<file path="src/rtl/cpu_defs_pkg.sv">
// Shared CPU definitions: divider state encoding, iteration count and the
// hi/lo bypass bus layout used by the ex/mem/wb to-ID forwarding buses.
package cpu_defs_pkg;

  localparam int DIV_CYCLES = 32;
  localparam int HILO_W     = 32;

  typedef enum logic [1:0] {
    IDLE   = 2'd0,
    RUN    = 2'd1,
    ZERO   = 2'd2,
    FINISH = 2'd3
  } div_state_e;

  // {hi_we, lo_we, hi, lo} -- 66 bits
  typedef struct packed {
    logic              hi_we;
    logic              lo_we;
    logic [HILO_W-1:0] hi;
    logic [HILO_W-1:0] lo;
  } hilo_bus_t;

  function automatic logic [HILO_W-1:0] neg_if(input logic neg, input logic [HILO_W-1:0] v);
    return neg ? (~v + HILO_W'(1)) : v;
  endfunction

endpackage

</file>
<file path="src/rtl/div_hilo_seq_div_step.sv">
// One restoring-division iteration: shift {rem,quo} left and subtract the
// divisor if the shifted partial remainder covers it.
module div_step #(
  parameter int DW = 32
) (
  input  logic [DW-1:0] rem,
  input  logic [DW-1:0] quo,
  input  logic [DW-1:0] divisor,
  output logic [DW-1:0] rem_nx,
  output logic [DW-1:0] quo_nx
);

  logic [DW:0] part;
  logic [DW:0] trial;

  // rem < divisor always holds, so {rem, msb} fits in DW+1 bits.
  assign part  = {rem, quo[DW-1]};
  assign trial = part - {1'b0, divisor};

  always_comb begin
    if (!trial[DW]) begin
      rem_nx = trial[DW-1:0];
      quo_nx = {quo[DW-2:0], 1'b1};
    end else begin
      rem_nx = part[DW-1:0];
      quo_nx = {quo[DW-2:0], 1'b0};
    end
  end

endmodule

</file>
<file path="src/rtl/div_hilo_seq.sv">
// DIV/DIVU sequencer for EX: stalls the pipe while iterating, then writes
// quotient to LO and remainder to HI for one cycle (also driven as bypass).
module div_hilo_seq
  import cpu_defs_pkg::*;
#(
  parameter int DW    = 32,
  parameter int CNT_W = 6
) (
  input  logic          clk,
  input  logic          rst,
  input  logic          start_i,
  input  logic          signed_i,
  input  logic [DW-1:0] dividend_i,
  input  logic [DW-1:0] divisor_i,
  input  logic          cancel_i,
  output logic          stallreq_o,
  output logic          busy_o,
  output logic          done_o,
  output logic          div_by_zero_o,
  output logic          hi_we_o,
  output logic          lo_we_o,
  output logic [DW-1:0] hi_o,
  output logic [DW-1:0] lo_o
);

  div_state_e     state, state_nx;
  logic [CNT_W-1:0] cnt;
  logic [DW-1:0]  rem, quo, dsr;
  logic [DW-1:0]  rem_nx, quo_nx;
  logic [DW-1:0]  hi_q, lo_q;
  logic           q_neg, r_neg, dz;
  logic           a_neg, b_neg, accept, last_run, fin;
  logic [DW-1:0]  a_abs, b_abs;
  hilo_bus_t      byp;

  assign a_neg  = signed_i & dividend_i[DW-1];
  assign b_neg  = signed_i & divisor_i[DW-1];
  assign a_abs  = a_neg ? (~dividend_i + DW'(1)) : dividend_i;
  assign b_abs  = b_neg ? (~divisor_i  + DW'(1)) : divisor_i;
  assign accept = (state == IDLE) && start_i && !cancel_i;
  assign last_run = (state == RUN) && (cnt == CNT_W'(DIV_CYCLES - 1));

  div_step #(.DW(DW)) u_step (
    .rem     (rem),
    .quo     (quo),
    .divisor (dsr),
    .rem_nx  (rem_nx),
    .quo_nx  (quo_nx)
  );

  always_comb begin
    state_nx = state;
    case (state)
      IDLE:    if (start_i) state_nx = (divisor_i == '0) ? ZERO : RUN;
      RUN:     if (last_run) state_nx = FINISH;
      ZERO:    state_nx = FINISH;
      FINISH:  state_nx = IDLE;
      default: state_nx = IDLE;
    endcase
    if (cancel_i) state_nx = IDLE;
  end

  always_ff @(posedge clk) begin
    if (rst) begin
      state <= IDLE;
      cnt   <= '0;
      rem   <= '0;
      quo   <= '0;
      dsr   <= '0;
      q_neg <= 1'b0;
      r_neg <= 1'b0;
      dz    <= 1'b0;
      hi_q  <= '0;
      lo_q  <= '0;
    end else begin
      state <= state_nx;
      if (accept) begin
        rem   <= '0;
        quo   <= a_abs;
        dsr   <= b_abs;
        q_neg <= a_neg ^ b_neg;
        r_neg <= a_neg;
        dz    <= (divisor_i == '0);
        cnt   <= '0;
      end else if (state == RUN) begin
        rem <= rem_nx;
        quo <= quo_nx;
        cnt <= cnt + CNT_W'(1);
      end
      // Result registers update only on entry to FINISH and hold afterwards.
      if (state_nx == FINISH && state != FINISH) begin
        hi_q <= dz ? '0 : neg_if(r_neg, rem_nx);
        lo_q <= dz ? '0 : neg_if(q_neg, quo_nx);
      end
    end
  end

  assign fin = (state == FINISH) && !cancel_i;

  assign byp.hi_we = fin;
  assign byp.lo_we = fin;
  assign byp.hi    = hi_q;
  assign byp.lo    = lo_q;

  assign hi_we_o       = byp.hi_we;
  assign lo_we_o       = byp.lo_we;
  assign hi_o          = byp.hi;
  assign lo_o          = byp.lo;
  assign done_o        = fin;
  assign div_by_zero_o = fin & dz;
  assign busy_o        = (state != IDLE);
  assign stallreq_o    = !cancel_i &&
                         ((state == RUN) || (state == ZERO) || ((state == IDLE) && start_i));

endmodule

</file>
<file path="config.mk">
export PLATFORM = sky130hd
export DESIGN_NAME = div_hilo_seq
export DESIGN_NICKNAME = d
export VERILOG_FILES = /design/src/rtl/cpu_defs_pkg.sv /design/src/rtl/div_hilo_seq_div_step.sv /design/src/rtl/div_hilo_seq.sv
export SDC_FILE = /design/constraint.sdc
export NUM_CORES = 1
export LEC_CHECK = 0
export CAP_MARGIN = 20
export CORE_AREA = 2 2 212 193
export CTS_CLUSTER_SIZE = 24
export DETAILED_ROUTE_END_ITERATION = 16
export DIE_AREA = 0 0 214 195
export PLACE_DENSITY = 0.55
export SKIP_LAST_GASP = 1
export SLEW_MARGIN = 15
export SYNTH_ARGS = -nofsm -noshare
export SYNTH_HDL_FRONTEND = slang
export SYNTH_SLANG_ARGS = --single-unit
export TNS_END_PERCENT = 30
</file>
<file path="constraint.sdc">
create_clock -name clk -period 7.3 [get_ports clk]
set_input_delay 0.73 -clock clk [delete_from_list [all_inputs] [get_ports clk]]
set_output_delay 0.73 -clock clk [all_outputs]
set_load 0.02 [all_outputs]
</file>
==> impl_metrics.env <==
export IMPL_core_area_um2=39300
export IMPL_ys_flop_type="dfxtp_1"
export IMPL_ir_drop_mv=0.129
export IMPL_crit_end="lo_o[30]$_SDFFE_PP0P_"
export IMPL_cts_sinks=171
export IMPL_vias_per_cell=5.23
export IMPL_endpoint_kind="register"
export IMPL_finalSetupViolations=0
export IMPL_tightest_slew_ns=1.11
export IMPL_antenna_cells=0
export IMPL_io_buffer_count=138
export IMPL_cts_tree="yes"
export IMPL_slowest_delay_ns=0.62
export IMPL_synth_fa_ha_area_share_pct=4.63
export IMPL_status="finished clean"
export IMPL_avgSynthCellArea_um2=7.75
export IMPL_path_cells="ha_1 > and3_1 > nand2_1 > or3_1 > a221oi_1 > a21o_1 > nor2_4 > buf_4 > inv_2 > ha_1 > nand4_1 > o41ai_1 > xor2_1 > nor3_1 > a21oi_1 > nor2_1"
export IMPL_grt_max_degree=101
export IMPL_drive_gt1_share_pct=5.75
export IMPL_crit_slowest_cell="inv_2"
export IMPL_synthSimpleGateAreaFrac_pct=20.7
export IMPL_multi_input_area_um2=7780
export IMPL_r2r_slack_ns=1.97
export IMPL_wl_per_cell_um=17.4
export IMPL_ff2ff_path_depth=16
export IMPL_period_minus_slack_ns=5.33
export IMPL_cts_hold_buf=0
export IMPL_layout_common_cells="198 x nor2_1, 171 x dfxtp_1, 137 x clkdlybuf4s50_1, 130 x nand2_1, 98 x a211oi_1"
export IMPL_fp_dieW_um=214
export IMPL_fp_dieArea_um2=41700
export IMPL_dp_cells=2100
export IMPL_cts_root_buffer="clkbuf_16"
export IMPL_htreeDepth=4
export IMPL_clk_pin_slew_ns=0.07
export IMPL_yosysSeqAreaShare_pct=29.1
export IMPL_cp_startpoint="rem[16]$_SDFFE_PP0P_"
export IMPL_num_rows=69
export IMPL_power_density_nw_per_um2=228
export IMPL_tns_ns=0
export IMPL_ys_warnings_count=0
export IMPL_grt_pass1_vias=10121
export IMPL_maxSlewHeadroom_pct=24.0
export IMPL_grt_pass1_wl_mm=58.6
export IMPL_ant_nets=0
export IMPL_wl_mm=37.1
export IMPL_path_common_cell="ha_1"
export IMPL_finalMaxSlewViolations=0
export IMPL_path_max_fanout=52
export IMPL_hold_viol=0
export IMPL_synth_fp_nets=1631
export IMPL_synthXorXnorAreaFrac_pct=10.7
export IMPL_stdcell_area_um2=14200
export IMPL_synthTopCellsByArea="dfxtp_1 29%, xor2_1 6.5%, nor2_1 6.3%"
export IMPL_start_util_pct=30.0
export IMPL_first_pass_iters=8
export IMPL_antenna_found_initial=0
export IMPL_ys_types=72
export IMPL_final_setup_skew_ns=0.0146
export IMPL_synth_top_cell_by_area="dfxtp_1"
export IMPL_required_ns=7.63
export IMPL_max_cap_violations=0
export IMPL_syn_area_um2=11800
export IMPL_crit_type="reg -> reg"
export IMPL_async_reset_ff_share_pct=0
export IMPL_start_kind="register"
export IMPL_grt_remaining_overflow=0
export IMPL_pin_count=139
export IMPL_synth_edf_count=0
export IMPL_gr_usage_all_layers_pct=17.4
export IMPL_drt_initial_drc_count=1028
export IMPL_synth_cells=1519
export IMPL_num_fill_cells=4079
export IMPL_synth_top_area_share_pct=29.1
export IMPL_min_period_over_period_pct=73.1
export IMPL_final_common_cell="nor2_1"
export IMPL_clock_latency_ns=0.45
export IMPL_ff_latch_area_um2=3420
export IMPL_r2r_start="rem[16]$_SDFFE_PP0P_"
export IMPL_ctsResizeCount=0
export IMPL_muxShareOfSynthArea_pct=4.88
export IMPL_max_freq_ghz=0.187
export IMPL_drc=0
export IMPL_syn2layout_area_growth_pct=20.2
export IMPL_fin_nets=1699
export IMPL_synth_compound_area_share_pct=24.9
export IMPL_fp_dieH_um=195
export IMPL_placed_cell_area_um2=13500
export IMPL_reg2reg_to="lo_o[30]$_SDFFE_PP0P_"
export IMPL_hold_path_class="reg -> reg"
export IMPL_dp_hpwl_mm=28.7
export IMPL_clock_path_buffers=2
export IMPL_cts_buffers=17
export IMPL_instances_no_fill=2132
export IMPL_vias=11149
export IMPL_leakagePower_nw=4.89
export IMPL_post_cts_buffers=0
export IMPL_synth_seq_cells=171
export IMPL_min_delay_start="dsr[25]$_SDFFE_PP0P_"
export IMPL_synth_top_family_by_area="compound AO/OA/AOI/OAI gates"
export IMPL_rsz0062_at_grt="false"
export IMPL_place_congestion=0.927
export IMPL_arrival_ns=5.67
-- synthesized netlist by cell type, drive strengths merged (4+ instances only) --
master   count
nand3b       4
a31oi       10
dfxtp      171
a211oi      98
and3        10
nor4        15
nand2      131
mux2i       54
clkbuf      84
o21bai       5
buf         17
xor2        88
o41ai       21
or3         27
xnor2       56
a22o         5
nor2b        8
or2          7
nand3       18
inv         49
o2111ai      5
ha          42
o31ai       25
a311oi       6
a2111oi      6
or4         21
nor2       200
o21a         5
o21ai      100
a21o         7
nand4       11
nor3        50
o211ai       9
and2        12
a21oi       91
a22oi       10
-- metal layers --
metal	vias up	global-route usage (%)	wire [um]
met3	22	2.82	2120
met2	340	23.5	14600
li1	5655	-	-
met4	0	3.65	350
met5	-	0	0
met1	5132	28.1	20000
-- final cells by class --
class	count	area share, %
inverters	50	1.33
well taps	532	4.70
repair buffers	150	10.4
flip-flops and latches	171	24.2
multi-input cells	1197	54.9
clock buffers	19	3.20
clock inverters	13	1.28
-- kinds of logic (layout without fill, tap and decap cells) --
logic type | after synthesis | in the layout
buffers and inverters | 151 | 232
AND/OR/NAND/NOR | 523 | 523
AO/OA/AOI/OAI | 430 | 430
XOR/XNOR | 144 | 144
multiplexers | 57 | 57
adder cells (fa/ha/maj) | 43 | 43
flip-flops | 171 | 171
-- flip-flops by register name, summed over array words and instances, names as in the netlist --
register / cells
cnt: 6
dsr: 32
dz: 1
hi_o: 32
lo_o: 32
q_neg: 1
quo: 32
r_neg: 1
rem: 32
state: 2
-- power by group --
group	switching, mW	internal [mW]	leakage (nW)
combinational	0.754	0.440	3.18
clock	0.435	0.569	0.314
sequential	0.0547	0.975	1.39
-- through the flow --
stage	hold WS, ns	total power, mW	util, %	setup slack [ns]
4_1_cts	0.460	3.23	36.0	2.00
5_1_grt	0.470	3.41	36.0	1.52
2_1_floorplan	0.432	1.89	-	2.07
6_report	0.456	3.23	36.0	1.97
3_5_place_dp	0.448	2.23	34.4	1.56
3_3_place_gp	0.444	2.22	34.4	1.62
-- worst min path at each step --
stage                       endpoint  slack, ns  depth (start not counted)
3_5_place_dp   hi_o[14]$_SDFFE_PP0P_       0.45                          2
5_1_grt        lo_o[23]$_SDFFE_PP0P_       0.47                          2
6_report        dsr[25]$_SDFFE_PP0P_       0.46                          2
3_3_place_gp   lo_o[29]$_SDFFE_PP0P_       0.44                          2
2_1_floorplan   dsr[25]$_SDFFE_PP0P_       0.43                          2
4_1_cts         dsr[25]$_SDFFE_PP0P_       0.46                          2
-- critical path, delay by kind of cell (launching register included) --
kind            cells  cell delay (ns)
compound gates      4             1.37
simple gates        7             1.30
buf+inv             2             0.97
fa+ha+maj           2             0.86
flops               1             0.38
xor+xnor            1             0.32
Note: power is estimated with default switching activity, not from simulation.
